--- config.mk ---
export PLATFORM = sky130hd
export DESIGN_NAME = download_loader
export DESIGN_NICKNAME = d
export VERILOG_FILES = /design/src/rtl/download_loader.sv
export SDC_FILE = /design/constraint.sdc
export NUM_CORES = 1
export LEC_CHECK = 0
export BUFFER_PORTS_ARGS = -buffer_cell sky130_fd_sc_hd__buf_2
export CAP_MARGIN = 5
export CORE_AREA = 10 10 136 138
export CTS_BUF_LIST = sky130_fd_sc_hd__clkbuf_16
export DETAILED_ROUTE_END_ITERATION = 6
export DIE_AREA = 0 0 146 148
export GPL_TIMING_DRIVEN = 0
export PLACE_DENSITY = 0.9
export SLEW_MARGIN = 20
export SYNTH_ARGS = -nofsm -noshare
export SYNTH_HDL_FRONTEND = slang
export SYNTH_SLANG_ARGS = --single-unit
--- constraint.sdc ---
create_clock -name clk -period 6.7 [get_ports clk]
set_clock_uncertainty 0.1 [all_clocks]
set_input_delay 0.67 -clock clk [delete_from_list [all_inputs] [get_ports clk]]
set_output_delay 0.67 -clock clk [all_outputs]
set_load 0.01 [all_outputs]
--- src/rtl/download_loader.sv ---
// Byte-stream to word-write download initiator: holds the CPU in reset until the image is loaded.
// Optional trailing XOR checksum byte enabled by defining LOADER_CHECKSUM_EN.
module download_loader #(
    parameter int width     = 32,
    parameter int BASE_ADDR = 0,
    parameter int MAX_WORDS = 1024
) (
    input  logic             clk,
    input  logic             reset,
    input  logic             start,
    input  logic             byte_valid,
    input  logic [7:0]       byte_data,
    output logic             byte_ready,
    output logic             download_data_we,
    output logic [width-1:0] download_data_addr,
    output logic [width-1:0] download_data,
    output logic             cpu_reset,
    output logic             load_done,
    output logic             load_error
);

    localparam int NBYTES = width / 8;
    localparam int BC_W   = (NBYTES > 1) ? $clog2(NBYTES) : 1;
    localparam logic [BC_W-1:0]  LAST_BYTE = BC_W'(NBYTES - 1);
    localparam logic [width-1:0] BASE      = width'(BASE_ADDR);
    localparam logic [width-1:0] MAXW      = width'(MAX_WORDS);

`ifdef LOADER_CHECKSUM_EN
    typedef enum logic [2:0] {S_COUNT, S_DATA, S_WRITE, S_DONE, S_ERROR, S_CHECK} state_t;
    logic [7:0] csum;
`else
    typedef enum logic [2:0] {S_COUNT, S_DATA, S_WRITE, S_DONE, S_ERROR} state_t;
`endif

    state_t           state;
    logic [BC_W-1:0]  byte_cnt;
    logic [width-1:0] word_cnt;
    logic [width-1:0] count;
    logic [width-1:0] shreg;
    logic [width-1:0] next_addr;
    logic [width-1:0] shift_next;
    logic             xfer;

    // Little-endian assembly: each new byte enters at the top and earlier bytes move down.
    assign shift_next = {byte_data, shreg[width-1:8]};
`ifdef LOADER_CHECKSUM_EN
    assign byte_ready = (state == S_COUNT) || (state == S_DATA) || (state == S_CHECK);
`else
    assign byte_ready = (state == S_COUNT) || (state == S_DATA);
`endif
    assign xfer = byte_valid & byte_ready;

    always_ff @(posedge clk or posedge reset) begin
        if (reset) begin
            state              <= S_COUNT;
            byte_cnt           <= '0;
            word_cnt           <= '0;
            count              <= '0;
            shreg              <= '0;
            next_addr          <= BASE;
            download_data_we   <= 1'b0;
            download_data_addr <= BASE;
            download_data      <= '0;
            cpu_reset          <= 1'b1;
            load_done          <= 1'b0;
            load_error         <= 1'b0;
`ifdef LOADER_CHECKSUM_EN
            csum               <= '0;
`endif
        end else begin
            download_data_we <= 1'b0;
            case (state)
                S_COUNT: if (xfer) begin
                    shreg <= shift_next;
`ifdef LOADER_CHECKSUM_EN
                    csum  <= csum ^ byte_data;
`endif
                    if (byte_cnt == LAST_BYTE) begin
                        byte_cnt <= '0;
                        count    <= shift_next;
                        if (shift_next == '0) begin
`ifdef LOADER_CHECKSUM_EN
                            state     <= S_CHECK;
`else
                            state     <= S_DONE;
                            cpu_reset <= 1'b0;
                            load_done <= 1'b1;
`endif
                        end else if (shift_next > MAXW) begin
                            state      <= S_ERROR;
                            load_error <= 1'b1;
                        end else begin
                            state <= S_DATA;
                        end
                    end else begin
                        byte_cnt <= byte_cnt + BC_W'(1);
                    end
                end
                S_DATA: if (xfer) begin
                    shreg <= shift_next;
`ifdef LOADER_CHECKSUM_EN
                    csum  <= csum ^ byte_data;
`endif
                    if (byte_cnt == LAST_BYTE) begin
                        byte_cnt           <= '0;
                        state              <= S_WRITE;
                        download_data_we   <= 1'b1;
                        download_data      <= shift_next;
                        download_data_addr <= next_addr;
                    end else begin
                        byte_cnt <= byte_cnt + BC_W'(1);
                    end
                end
                S_WRITE: begin
                    next_addr <= next_addr + width'(1);
                    word_cnt  <= word_cnt + width'(1);
                    if (word_cnt + width'(1) == count) begin
`ifdef LOADER_CHECKSUM_EN
                        state     <= S_CHECK;
`else
                        state     <= S_DONE;
                        cpu_reset <= 1'b0;
                        load_done <= 1'b1;
`endif
                    end else begin
                        state <= S_DATA;
                    end
                end
`ifdef LOADER_CHECKSUM_EN
                S_CHECK: if (xfer) begin
                    if (byte_data == csum) begin
                        state     <= S_DONE;
                        cpu_reset <= 1'b0;
                        load_done <= 1'b1;
                    end else begin
                        state      <= S_ERROR;
                        load_error <= 1'b1;
                    end
                end
`endif
                S_DONE, S_ERROR: if (start) begin
                    state              <= S_COUNT;
                    byte_cnt           <= '0;
                    word_cnt           <= '0;
                    count              <= '0;
                    next_addr          <= BASE;
                    download_data_addr <= BASE;
                    cpu_reset          <= 1'b1;
                    load_done          <= 1'b0;
                    load_error         <= 1'b0;
`ifdef LOADER_CHECKSUM_EN
                    csum               <= '0;
`endif
                end
                default: state <= S_COUNT;
            endcase
        end
    end

endmodule
After elaboration in Yosys (flattened, before gate mapping)
Index checks and enable logic that the tools add are counted.
{"block": "totals", "register_bits": 201, "latch_bits": 0, "ramBits": 0, "romBits": 0, "in_bits": 12, "output_inout_bits": 69, "wordCells": 94, "mem_count": 0}
{"block": "classes", "addsub": 3, "multipliers": 0, "n_div": 0, "order_cmp": 1, "n_eq_ne": 16, "shifts": 0, "mux": 42, "n_bitwise": 1, "reduce_logical": 19}
{"operator": "32-bit case mux with 2 select lines", "count": 4}
{"operator": "32-bit two-way mux", "count": 5}
{"operator": "32-bit by 1-bit adder with 32-bit output (second input constant)", "count": 2}
{"operator": "32-bit == test", "count": 1}
{"operator": "32-bit by 11-bit > comparator with 1-bit output (second input constant)", "count": 1}
{"operator": "32-bit zero test", "count": 1}
{"operator": "3-bit two-way mux", "count": 7}
{"operator": "1-bit two-way mux", "count": 17}
{"operator": "3-bit case mux with 4 select lines", "count": 1}
{"operator": "6-bit AND reduction", "count": 2}
{"operator": "2-bit by 1-bit != test with 1-bit output (second input constant)", "count": 5}
{"operator": "2-bit != test (second input constant)", "count": 5}
{"operator": "2-bit two-way mux", "count": 4}
{"operator": "4-bit AND reduction", "count": 2}
{"operator": "2-bit nonzero test", "count": 4}
{"operator": "3-bit by 2-bit == test with 1-bit output (second input constant)", "count": 2}
{"operator": "1-bit case mux with 3 select lines", "count": 2}
{"operator": "3-bit AND reduction", "count": 2}
{"operator": "5-bit AND reduction", "count": 1}
{"operator": "2-bit case mux with 2 select lines", "count": 1}
{"operator": "2-bit AND reduction", "count": 2}
{"operator": "2-bit OR reduction", "count": 2}
{"operator": "3-bit by 1-bit == test with 1-bit output (second input constant)", "count": 1}
{"operator": "3-bit == test (second input constant)", "count": 1}
{"operator": "other kinds (7)", "count": 7}

Longest topological paths before layout
Gate-level depths: netlist of the first run.
{"block": "logic_depth", "depth_word": 6, "ltp_mapped": 10, "mapped_depth_nobuf": 9}

Least setup slack after synthesis of the first run
Ideal clock, no wire load.
{"block": "synth_timing", "path_kind": "reg-to-reg", "startpoint": "reg word_cnt[0]", "endpoint": "reg cpu_reset", "setup_time_ns": 0.078, "arrival_ns": 2.369, "required_time_ns": 6.522, "setup_slack_ns": 4.153, "path_stages_with_launch": 10, "n_path_buf": 0, "synth_period_minus_slack_ns": 2.547, "path_cell_list": "dfrtp_1 -> ha_1 -> nand3_1 -> or3_1 -> nor3_1 -> nand4_1 -> xnor2_1 -> nor3_1 -> nand4_1 -> a31o_1"}
{"block": "synth_between", "elab_chain_cells": 4}
{"item": "start, declared", "line": "37", "source": "logic [width-1:0] word_cnt;"}
{"item": "start signal, assigned", "line": "116", "source": "word_cnt <= word_cnt + width'(1);"}
{"item": "32-bit by 1-bit adder with 32-bit output", "line": "117", "source": "if (word_cnt + width'(1) == count) begin"}
{"item": "32-bit == test", "line": "117"}
{"item": "2-bit != test (no source line)"}
{"item": "6-bit AND reduction (no source line)"}
{"item": "end signal, assigned", "line": "86", "source": "cpu_reset <= 1'b0;"}
{"item": "end signal, assigned", "line": "122", "source": "cpu_reset <= 1'b0;"}
{"item": "end signal, assigned", "line": "148", "source": "cpu_reset <= 1'b1;"}
{"item": "end, declared", "line": "17", "source": "output logic cpu_reset,"}
Every way passes these cells.
A chain may end at the register's enable or synchronous reset.

Final worst setup path of the first run
Same ends and word-level chain as after synthesis.

==> reports/qor.yml, run 1 <==
syn_area_per_cell_um2: 9.26
p_per_area_nw_per_um2: 415
layout-drive-gt1-share: 0.156
routed_wl_um: 25600
setup_violations: 0
multi_input_area_um2: 4220
synth_edf_count: 0
slowest_delay_ps: 640
clk_latency_ps: 450
mostFrequentLayoutCell: "nand2_1"
synthMuxAreaShare: 0.0398
crit_path_end_kind: "flip-flop"
grt_pass1_vias: 8271
cts-htree-levels: 4
antenna_cells: 0
setup_slack_ps: 3200
ys_warn_count: 0
arrival_ps: 3780
ctsHoldBuffers: 0
drtAntennaViolNets: 0
post_dp_cell_area_um2: 10000
slew_viol_final: 0
critical_path.top_delay_family: "simple AND/OR/NAND/NOR gates"
crit_slowest_cell: "nor3_2"
synth-main-ff-cell: "dfrtp_1"
yosysUniqueCellTypes: 58
port_buffers: 80
critPathBufInv: 0
syn_nets: 1023
ios: 81
core_um2: 15700
synth-seq-cells: 193
drt-initial-drc-count: 1053
final_area_um2: 10600
synth_adder_area_share: 0.00402
dp_hpwl_um: 17100
cts.sinks: 193
cts.root.buffer_cell: "clkbuf_16"
synth_compound_area_frac: 0.0927
via_per_inst: 6.26
grt_pass1_wl_um: 42300
cp_cell_sequence: "ha_1 -> nand3_1 -> nor3_2 -> and3_1 -> o311a_1 -> o2111ai_1 -> nor4_1 -> nand4_1 -> a31o_1"
worst_slew_pin_slew_ps: 909
yosys.area_share.simple: 0.245
drc: 0
outcome: "finished clean"
postCtsResizedCells: 0
start_util: 0.594
fmax_mhz: 286
peakVddDrop_mv: 0.293
cts-buffers-inserted: 17
cts_tree: "yes"
p_leak_nw: 5.09
die_w_um: 146
area_growth_pct: 14.1
nNetsFinal: 1123
period_minus_slack_ps: 3500
synth_top_family_by_area: "simple AND/OR/NAND/NOR gates"
grt_start_max_net_pins: 109
fillerInstances: 1087
dp_slack_ps: 3430
clk_pin_slew_ps: 70
post-cts-setup-buffer-count: 0
required_ps: 6990
dieArea_um2: 21600
cap_violations: 0
critPathKind: "flip-flop to flip-flop"
async_flop_share: 1.00
wl_per_cell_um: 19.1
critPathMaxFanout: 9
gr-total-overflow: 0
num_rows: 46
vias: 8365
grtUsageTotal: 0.239
antenna_found_initial: 0
hold_path_class: "input port to asynchronous set/reset pin"
ys_seq_area_frac: 0.518
relSlewSlack: 0.391
synthCells: 1008
start_kind: "flip-flop"
rsz0062_at_grt: "no"
synthesis.area_um2: 9330
hold_viol_final: 0
synth_xor_area_frac: 0.0713
ff_latch_area_um2: 4830
firstDrtPassIters: 7
layout_common_cells: "nand2_1, dfrtp_1, buf_2, o21ai_0, nor2_1"
finalCritPeriodShare: 0.522
clock_path_buffers: 2
power_w: 0.00442
die_h_um: 148
gp_congestion: 0.966
## through the flow
step	TNS [ps]	utilization	cells	hold slack, ps
2_1_floorplan	0	-	1008	362
3_5_place_dp	0	0.639	1305	351
6_report	0	0.677	1337	177
4_1_cts	0	0.677	1337	230
5_1_grt	0	0.677	1337	228
3_3_place_gp	-223690	0.637	1304	347
## registers in the layout (all words and copies together), names as in the netlist, 2 cells and up
| register | cells |
|---|---|
| shreg | 24 |
| download_data | 32 |
| download_data_addr | 32 |
| next_addr | 32 |
| byte_cnt | 2 |
| word_cnt | 32 |
| count | 32 |
| state | 3 |
## power by group
| part | switching, W | leakage [nW] | total, W | internal, W |
|---|---|---|---|---|
| registers | 0.000400 | 2.54 | 0.00193 | 0.00153 |
| clock network | 0.000476 | 0.299 | 0.00107 | 0.000592 |
| logic | 0.000838 | 2.25 | 0.00142 | 0.000582 |
## worst paths after layout
check	start	to	slack, ps	depth (start not counted)
max in group asynchronous	reset	cpu_reset	5380	3
min in group clk	download_data_addr[1]	download_data_addr[1]	360	2
worst min-delay path	reset	download_data[23]	180	2
worst max-delay path	word_cnt[0]	cpu_reset	3200	9
worst max register to register	word_cnt[0]	cpu_reset	3200	9
worst min register to register	download_data_addr[1]	download_data_addr[1]	360	2
## kinds of logic (layout without fill, tap and decap cells)
logic type,Yosys count,in the layout
AOI/OAI and AO/OA,148,148
xor gates and xnor gates,76,76
adders and majority gates,3,3
buffers and inverters,70,183
DFF,193,193
muxes,33,33
and+or+nand+nor,485,485
## worst reg2reg max path: stages (launching register included)
cell,delay (ps)
dfrtp_1,500
ha_1,290
nand3_1,250
nor3_2,640
and3_1,360
o311a_1,170
o2111ai_1,170
nor4_1,300
nand4_1,320
a31o_1,320
## synth_stat cells (2+ instances only)
library cell	count	area, um^2
a21o_1	3	22.5
a21oi_1	24	120
a22o_1	2	17.5
a311oi_1	2	17.5
a31oi_1	6	37.5
and2_1	2	12.5
and3_1	9	56.3
and4_1	3	26.3
buf_2	11	55.1
clkbuf_1	43	161
clkbuf_2	2	10.0
dfrtp_1	192	4800
ha_1	3	37.5
inv_1	13	48.8
mux2_2	33	372
nand2_1	248	931
nand2b_1	3	18.8
nand3_1	61	305
nand4_1	26	163
nand4_2	2	25.0
nor2_1	66	248
nor2b_1	2	12.5
nor3_1	17	85.1
nor3_2	3	30.0
nor3b_1	2	15.0
nor4_1	12	75.1
nor4_2	3	37.5
nor4_4	2	42.5
o21ai_0	81	405
o22ai_1	3	18.8
o31ai_1	13	97.6
o41ai_1	3	26.3
or3_1	11	68.8
or4_1	4	30.0
xnor2_1	39	342
xor2_1	37	324
## layer usage
layer  wire [um]  global-route usage  vias to the layer above  part of all wire
met1        9960               0.296                     3986              0.39
li1            -                   -                     3684                 -
met4        1160               0.129                        0             0.045
met2       12000               0.383                      563              0.47
met3        2470              0.0531                      132             0.096
met5           0                   0                        -                 0
## layout make-up
type | count | area share
buffer | 57 | 0.0216
multi-input combinational | 745 | 0.397
inverter | 13 | 0.00529
timing repair buffer | 81 | 0.0402
sequential | 193 | 0.454
clock buffer | 17 | 0.0400
tap | 216 | 0.0254
clock inverter | 15 | 0.0172
Power figures use the tool's default switching activity.
==> inputs of run 2 (changes only) <==
--- a/config.mk
+++ b/config.mk
@@ -5,12 +5,13 @@
 export SDC_FILE = /design/constraint.sdc
 export NUM_CORES = 1
 export LEC_CHECK = 0
+export ABC_AREA = 1
 export BUFFER_PORTS_ARGS = -buffer_cell sky130_fd_sc_hd__buf_2
 export CAP_MARGIN = 5
-export CORE_AREA = 10 10 136 138
+export CORE_AREA = 10 10 139 141
 export CTS_BUF_LIST = sky130_fd_sc_hd__clkbuf_16
 export DETAILED_ROUTE_END_ITERATION = 6
-export DIE_AREA = 0 0 146 148
+export DIE_AREA = 0 0 149 151
 export GPL_TIMING_DRIVEN = 0
 export PLACE_DENSITY = 0.9
 export SLEW_MARGIN = 20
==> constraint.sdc (replaced) <==
create_clock -name clk -period 3.4 [get_ports clk]
set_clock_uncertainty 0.1 [all_clocks]
set_input_delay 0.34 -clock clk [delete_from_list [all_inputs] [get_ports clk]]
set_output_delay 0.34 -clock clk [all_outputs]
set_load 0.01 [all_outputs]
==> run 2 against run 1 <==
Against the previous run: the flow now finishes with violations (DRC); die area grew 4.1%; maximum frequency is 29% higher; clock power up 110%; synthesized area increased by 3.9%; critical endpoint is now download_data[30]; largest power group unchanged.
==> reports/qor.yml, run 2 <==
outcome: "finished with violations"
failed_checks: "DRC"
synth_edf_count: 0  # unchanged
layout_common_cells: "nand2_1, dfrtp_1, nand3_1, inv_1, o21ai_0"
synthCells: 1253  # +24%
syn_nets: 1268  # +24%
critPathKind: "flip-flop to flip-flop"
synth_common_cells: "nand2_1, dfrtp_1, nand3_1"
die_h_um: 151  # +2.0%
crit_slowest_cell: "dfrtp_1"
r2r_cells: 7  # -2
yosysUniqueCellTypes: 43  # -26%
arrival_ps: 2950  # -830 ps
ys_top_cells_by_area: "dfrtp_1, nand2_1, nand3_1"
combPwrFrac: 0.260  # -0.061
dp_hpwl_um: 20500  # +20%
synthesis.area_um2: 9690  # +3.9%
hold-path-endpoint: "shreg[31]"
synth-seq-cells: 193  # unchanged
cts.root.buffer_cell: "clkbuf_16"
crit_path_end_kind: "flip-flop"
synth_top_cell_by_area: "dfrtp_1"
p_leak_nw: 5.53  # +8.7%
cts_tree: "yes"
setup_tns_ps: 0  # unchanged
worstReg2RegEnd: "download_data[30]"
synth-main-ff-cell: "dfrtp_1"
cp.depth: 7  # -2
yosysMostFrequentCell: "nand2_1"
gp_congestion: 0.971  # +0.51%
firstDrtPassIters: 7  # unchanged
peakVddDrop_mv: 0.432  # +48%
wl_per_cell_um: 18.0  # -5.8%
cap_violations: 0  # unchanged
grt_start_max_net_pins: 36  # -67%
ys_seq_area_frac: 0.498  # -0.0194
area_growth_pct: 15.3
dieArea_um2: 22500  # +4.1%
routed_wl_um: 28700  # +12%
rsz0062_at_grt: "no"
setup_violations: 0  # unchanged
grt_pass1_wl_um: 46400  # +9.6%
p_seq_frac: 0.429  # -0.008
clk_pin_slew_ps: 90  # +20 ps
fmax_mhz: 369  # +29%
final_util: 0.679  # +0.00123
clk_latency_ps: 450  # about the same
p_int_w: 0.00438  # +62%
drtAntennaViolNets: 0  # unchanged
crit_path_frequent_cell: "nor2_1"
finalCritPeriodShare: 0.797  # +0.275
start_util: 0.589  # -0.00513
min-delay-start: "byte_data[7]"
mostFrequentLayoutCell: "nand2_1"
layout-drive-gt1-share: 0.123  # -0.0329
vias: 9539  # +14%
critPathBufInv: 3  # +3
core_um2: 16500  # +4.8%
grtUsageTotal: 0.257  # +0.0181
r2r_slack_ps: 690  # -2510 ps
critical_path.top_delay_family: "simple AND/OR/NAND/NOR gates"
antenna_found_initial: 0  # unchanged
clock_path_buffers: 2  # unchanged
die_w_um: 149  # +2.1%
num_rows: 47  # +2.2%
ys_warn_count: 0  # unchanged
async_flop_share: 1.00  # unchanged
cts.sinks: 193  # unchanged
fillerInstances: 1224  # +13%
p_sw_w: 0.00268  # +56%
synth.top_cell.area_share: 0.496  # -0.0193
port_buffers: 80  # unchanged
hold_viol_final: 0  # unchanged
drt-initial-drc-count: 1191  # +13%
rr_startpoint: "state[1]"
clockPowerShare: 0.311  # +0.069
grt_pass1_vias: 9071  # +9.7%
hold_depth: 3
switching_share: 0.379  # -0.00869
gr-total-overflow: 0  # unchanged
nNetsFinal: 1374  # +22%
required_ps: 3640  # -3350 ps
cts-buffers-inserted: 17  # unchanged
start_kind: "flip-flop"
via_per_inst: 5.99  # -4.3%
period_minus_slack_ps: 2710  # -788 ps
slowest_delay_ps: 460  # -180 ps
cp_cell_sequence: "nor2_1 -> nand3_1 -> nor2_1 -> inv_2 -> buf_2 -> buf_1 -> o21ai_0"
critPathMaxFanout: 10  # +1
p_per_area_nw_per_um2: 632  # +52%
hold_path_class: "input port to flip-flop"
post-cts-setup-buffer-count: 0  # unchanged
relSlewSlack: 0.501  # +0.110
slew_viol_final: 0  # unchanged
worst_slew_pin_slew_ps: 748  # -161 ps
cts-htree-levels: 4  # unchanged
drc: 7  # +7
syn_area_per_cell_um2: 7.74  # -16%
ios: 81  # unchanged
[run 2: cell types whose count changed in the layout (fill, tap and decap cells not counted), moves of 19 or more]
cell / before / now
nand3_1: 61 / 189
inv_1: 12 / 137
nand2_1: 248 / 338
xnor2_1: 39 / 1
mux2_2: 33 / 1
xor2_1: 37 / 5
o21ai_0: 81 / 102
nor2_1: 66 / 86
o22ai_1: 3 / 22
[run 2: worst max path at each step]
stage                 from           endpoint  slack [ps]
2_1_floorplan        reset        byte_cnt[0]         470
3_3_place_gp         reset       word_cnt[18]        -620
3_5_place_dp   word_cnt[0]          load_done         840
4_1_cts        word_cnt[0]          load_done         820
5_1_grt           state[1]  download_data[30]         620
6_report          state[1]  download_data[30]         690
[run 2: layout make-up]
cell class                      count  area [um^2]  area share
Timing Repair Buffer               87          538      0.0481
Multi-Input combinational cell    870         4120       0.369
Sequential cell                   193         4830       0.432
Clock inverter                     15          236      0.0212
Clock buffer                       17          425      0.0381
Tap cell                          220          275      0.0246
Antenna cell                        1         2.50    0.000224
Buffer                             45          193      0.0172
Inverter                          145          551      0.0493
[run 2: kinds of logic (layout without fill, tap and decap cells)]
family                   Yosys count  count (layout)  synth area share
buffers and inverters            190             309            0.0763
flip-flops                       193             193             0.498
other                              0               1                 0
AO/OA/AOI/OAI                    176             176            0.0971
AND/OR/NAND/NOR                  684             684             0.318
adder cells (fa/ha/maj)            3               3           0.00387
multiplexers                       1               1           0.00116
XOR/XNOR                           6               6           0.00542
[run 2: worst min-delay path, cell delays in order]
cell and delay, ps:
buf_2 120, nand2_1 80, o21ai_0 70
[run 2: per-stage QoR]
stage / cell area, um^2 / power, W / instances / setup WS [ps] / hold WS (ps)
final: 11200 / 0.00706 / 1593 / 691 / 95.9
after global placement: 10400 / 0.00470 / 1553 / -623 / 364
after CTS: 11200 / 0.00699 / 1592 / 819 / 80.7
after detailed placement: 10500 / 0.00479 / 1559 / 843 / 319
after global routing: 11200 / 0.00737 / 1592 / 616 / 96.4
after floorplan: 9700 / 0.00413 / 1253 / 470 / 356
[run 2: power groups by stage]
| stage | Combinational (W) | Sequential, W | Clock (W) |
|---|---|---|---|
| after detailed placement | 0.00176 | 0.00304 | 0 |
| after global placement | 0.00167 | 0.00303 | 0 |
| after CTS | 0.00180 | 0.00300 | 0.00219 |
| after global routing | 0.00202 | 0.00306 | 0.00228 |
| after floorplan | 0.00116 | 0.00298 | 0 |
| final | 0.00184 | 0.00303 | 0.00220 |
[run 2: what timing repair did]
| action | 4_1_cts | 5_1_grt |
|---|---|---|
| endpoints found under the hold margin | 20 | 0 |
| gates resized for setup | 0 | 0 |
| hold buffers | 1 | 0 |
[run 2: per-layer routing]
| metal | track usage | share of wire | vias up |
|---|---|---|---|
| li1 | - | - | 4329 |
| met1 | 0.336 | 0.39 | 4473 |
| met2 | 0.399 | 0.46 | 642 |
| met3 | 0.0582 | 0.11 | 95 |
| met4 | 0.120 | 0.040 | 0 |
| met5 | 0 | 0 | - |
==> inputs of run 3 (changes only) <==
==> constraint.sdc (replaced) <==
create_clock -name clk -period 2.51 [get_ports clk]
set_clock_uncertainty 0.1 [all_clocks]
set_input_delay 0.251 -clock clk [delete_from_list [all_inputs] [get_ports clk]]
set_output_delay 0.251 -clock clk [all_outputs]
set_load 0.01 [all_outputs]
==> run 3 against run 2 <==
Against the previous run: critical path depth increased by 10; setup slack got worse by 590 ps; largest cell class unchanged; the flow now finishes without violations; highest routed layer unchanged; clock power increased by 35%.
==> reports/qor.yml, run 3 (synthesis gave the netlist of run 2 again) <==
worstReg2RegEnd: "load_done"
num_rows: 47  # unchanged
cp-endpoint: "load_done"
hold_path_class: "input port to flip-flop"
die_w_um: 149  # unchanged
gr-total-overflow: 0  # unchanged
cts_tree: "yes"
critPathKind: "flip-flop to flip-flop"
fmax_mhz: 414  # +12%
layout-drive-gt1-share: 0.144  # +0.0212
dp_hpwl_um: 20500  # unchanged
critPathMaxFanout: 7  # -3
setup_violations: 0  # unchanged
p_per_area_nw_per_um2: 848  # +34%
drt-initial-drc-count: 1321  # +11%
arrival_ps: 2660  # -290 ps
die_h_um: 151  # unchanged
wl_per_cell_um: 18.3  # +1.5%
area_growth_pct: 17.3
ios: 81  # unchanged
slew_viol_final: 0  # unchanged
outcome: "finished clean"
hold_viol_final: 0  # unchanged
core_um2: 16500  # unchanged
antenna_cells: 0  # -1
rr_startpoint: "word_cnt[0]"
layout_common_cells: "nand2_1, dfrtp_1, nand3_1, inv_1, o21ai_0"
cts-htree-levels: 4  # unchanged
firstDrtPassIters: 6  # -1
grt_pass1_wl_um: 46300  # about the same
drtAntennaViolNets: 0  # unchanged
p_leak_nw: 5.62  # +1.6%
clk_latency_ps: 460  # about the same
r2r_slack_ps: 100  # -590 ps
worst_slew_pin_slew_ps: 726  # -22.2 ps
finalCritPeriodShare: 0.962  # +0.165
routed_wl_um: 29400  # +2.2%
crit_start: "word_cnt[0]"
cap_violations: 0  # unchanged
start_util: 0.589  # unchanged
grtUsageTotal: 0.256  # about the same
power_w: 0.00964  # +37%
grt_pass1_vias: 9061  # -0.11%
r2r_cells: 17  # +10
cts.root.buffer_cell: "clkbuf_16"
mostFrequentLayoutCell: "nand2_1"
nNetsFinal: 1387  # +0.95%
clk_pin_slew_ps: 80  # about the same
setup_slack_ps: 96.5  # -594 ps
required_ps: 2760  # -880 ps
cts-buffers-inserted: 17  # unchanged
dp_slack_ps: -47.4  # -890 ps
antenna_found_initial: 0  # unchanged
drc: 0  # -7
crit_path_end_kind: "flip-flop"
ff_latch_area_um2: 4830  # about the same
cts.sinks: 193  # unchanged
start_kind: "flip-flop"
peakVddDrop_mv: 0.601  # +39%
dieArea_um2: 22500  # unchanged
grt_start_max_net_pins: 36  # unchanged
period_minus_slack_ps: 2410  # -296 ps
relSlewSlack: 0.516  # +0.0148
vias: 9698  # +1.7%
port_buffers: 80  # unchanged
gp_congestion: 0.971  # unchanged
via_per_inst: 6.04  # +0.91%
fillerInstances: 1176  # -3.9%
clock_path_buffers: 2  # unchanged
multi_input_area_um2: 4200  # +1.8%
[run 3: cell type report]
class                           count  share of cell area
Buffer                             45              0.0172
Tap cell                          220              0.0242
Clock buffer                       17              0.0374
Timing Repair Buffer              100              0.0574
Inverter                          145              0.0484
Sequential cell                   193               0.425
Clock inverter                     15              0.0208
Multi-Input combinational cell    870               0.369
[run 3: repair_timing]
item / 4_1_cts / 5_1_grt
buffers inserted: 0 / 11
pin swaps: 0 / 7
endpoints found under the setup margin: 18 / 35
gates resized for setup: 4 / 21
hold buffers: 3 / 0
hold endpoints to repair: 22 / 0
[run 3: where the power goes]
part | switching [W] | internal [W] | leakage, nW
Clock | 0.00142 | 0.00156 | 0.319
Sequential | 0.000476 | 0.00364 | 2.57
Combinational | 0.00178 | 0.000776 | 2.74
Total | 0.00367 | 0.00597 | 5.62
[run 3: critical path: stages (launching register included)]
cell and delay [ps]:
dfrtp_2 420, ha_4 170, nand2_4 80, nor2_8 170, nand2_2 120, nor2_4 140
buf_12 130, nand3_1 110, nand3_2 140, nand2_1 60, inv_1 50, nand3_1 130
nor2_2 150, nand3_1 80, nand2_1 80, nand2_1 70, nand2_1 70, nand2_1 40
[run 3: per-layer routing]
layer	track usage	vias up	part of all wire	routed length [um]
met5	0	-	0	0
li1	-	4358	-	-
met1	0.336	4560	0.39	11300
met2	0.399	666	0.46	13600
met3	0.0579	114	0.11	3200
met4	0.119	0	0.042	1220
[run 3: metrics by stage]
| step | utilization | cells | hold slack [ps] | setup TNS [ps] | instance area, um^2 |
|---|---|---|---|---|---|
| 3_5_place_dp | 0.638 | 1559 | 230 | -259 | 10500 |
| 6_report | 0.691 | 1605 | 14.3 | 0 | 11400 |
| 3_3_place_gp | 0.630 | 1553 | 364 | -272250 | 10400 |
| 2_1_floorplan | - | 1253 | 285 | -63480 | 9700 |
| 5_1_grt | 0.691 | 1605 | 31.6 | -201 | 11400 |
| 4_1_cts | 0.681 | 1594 | 6.49 | 0 | 11200 |
[run 3: worst min-delay path by stage]
stage / from / to / slack (ps) / cells past startpoint
2_1_floorplan: byte_data[0] / shreg[24] / 280 / 2
3_3_place_gp: download_data[2] / download_data[2] / 360 / 2
3_5_place_dp: reset / download_data_we / 230 / 2
4_1_cts: byte_data[4] / download_data[28] / 6 / 3
5_1_grt: byte_data[0] / shreg[24] / 30 / 3
6_report: byte_data[4] / download_data[28] / 10 / 3
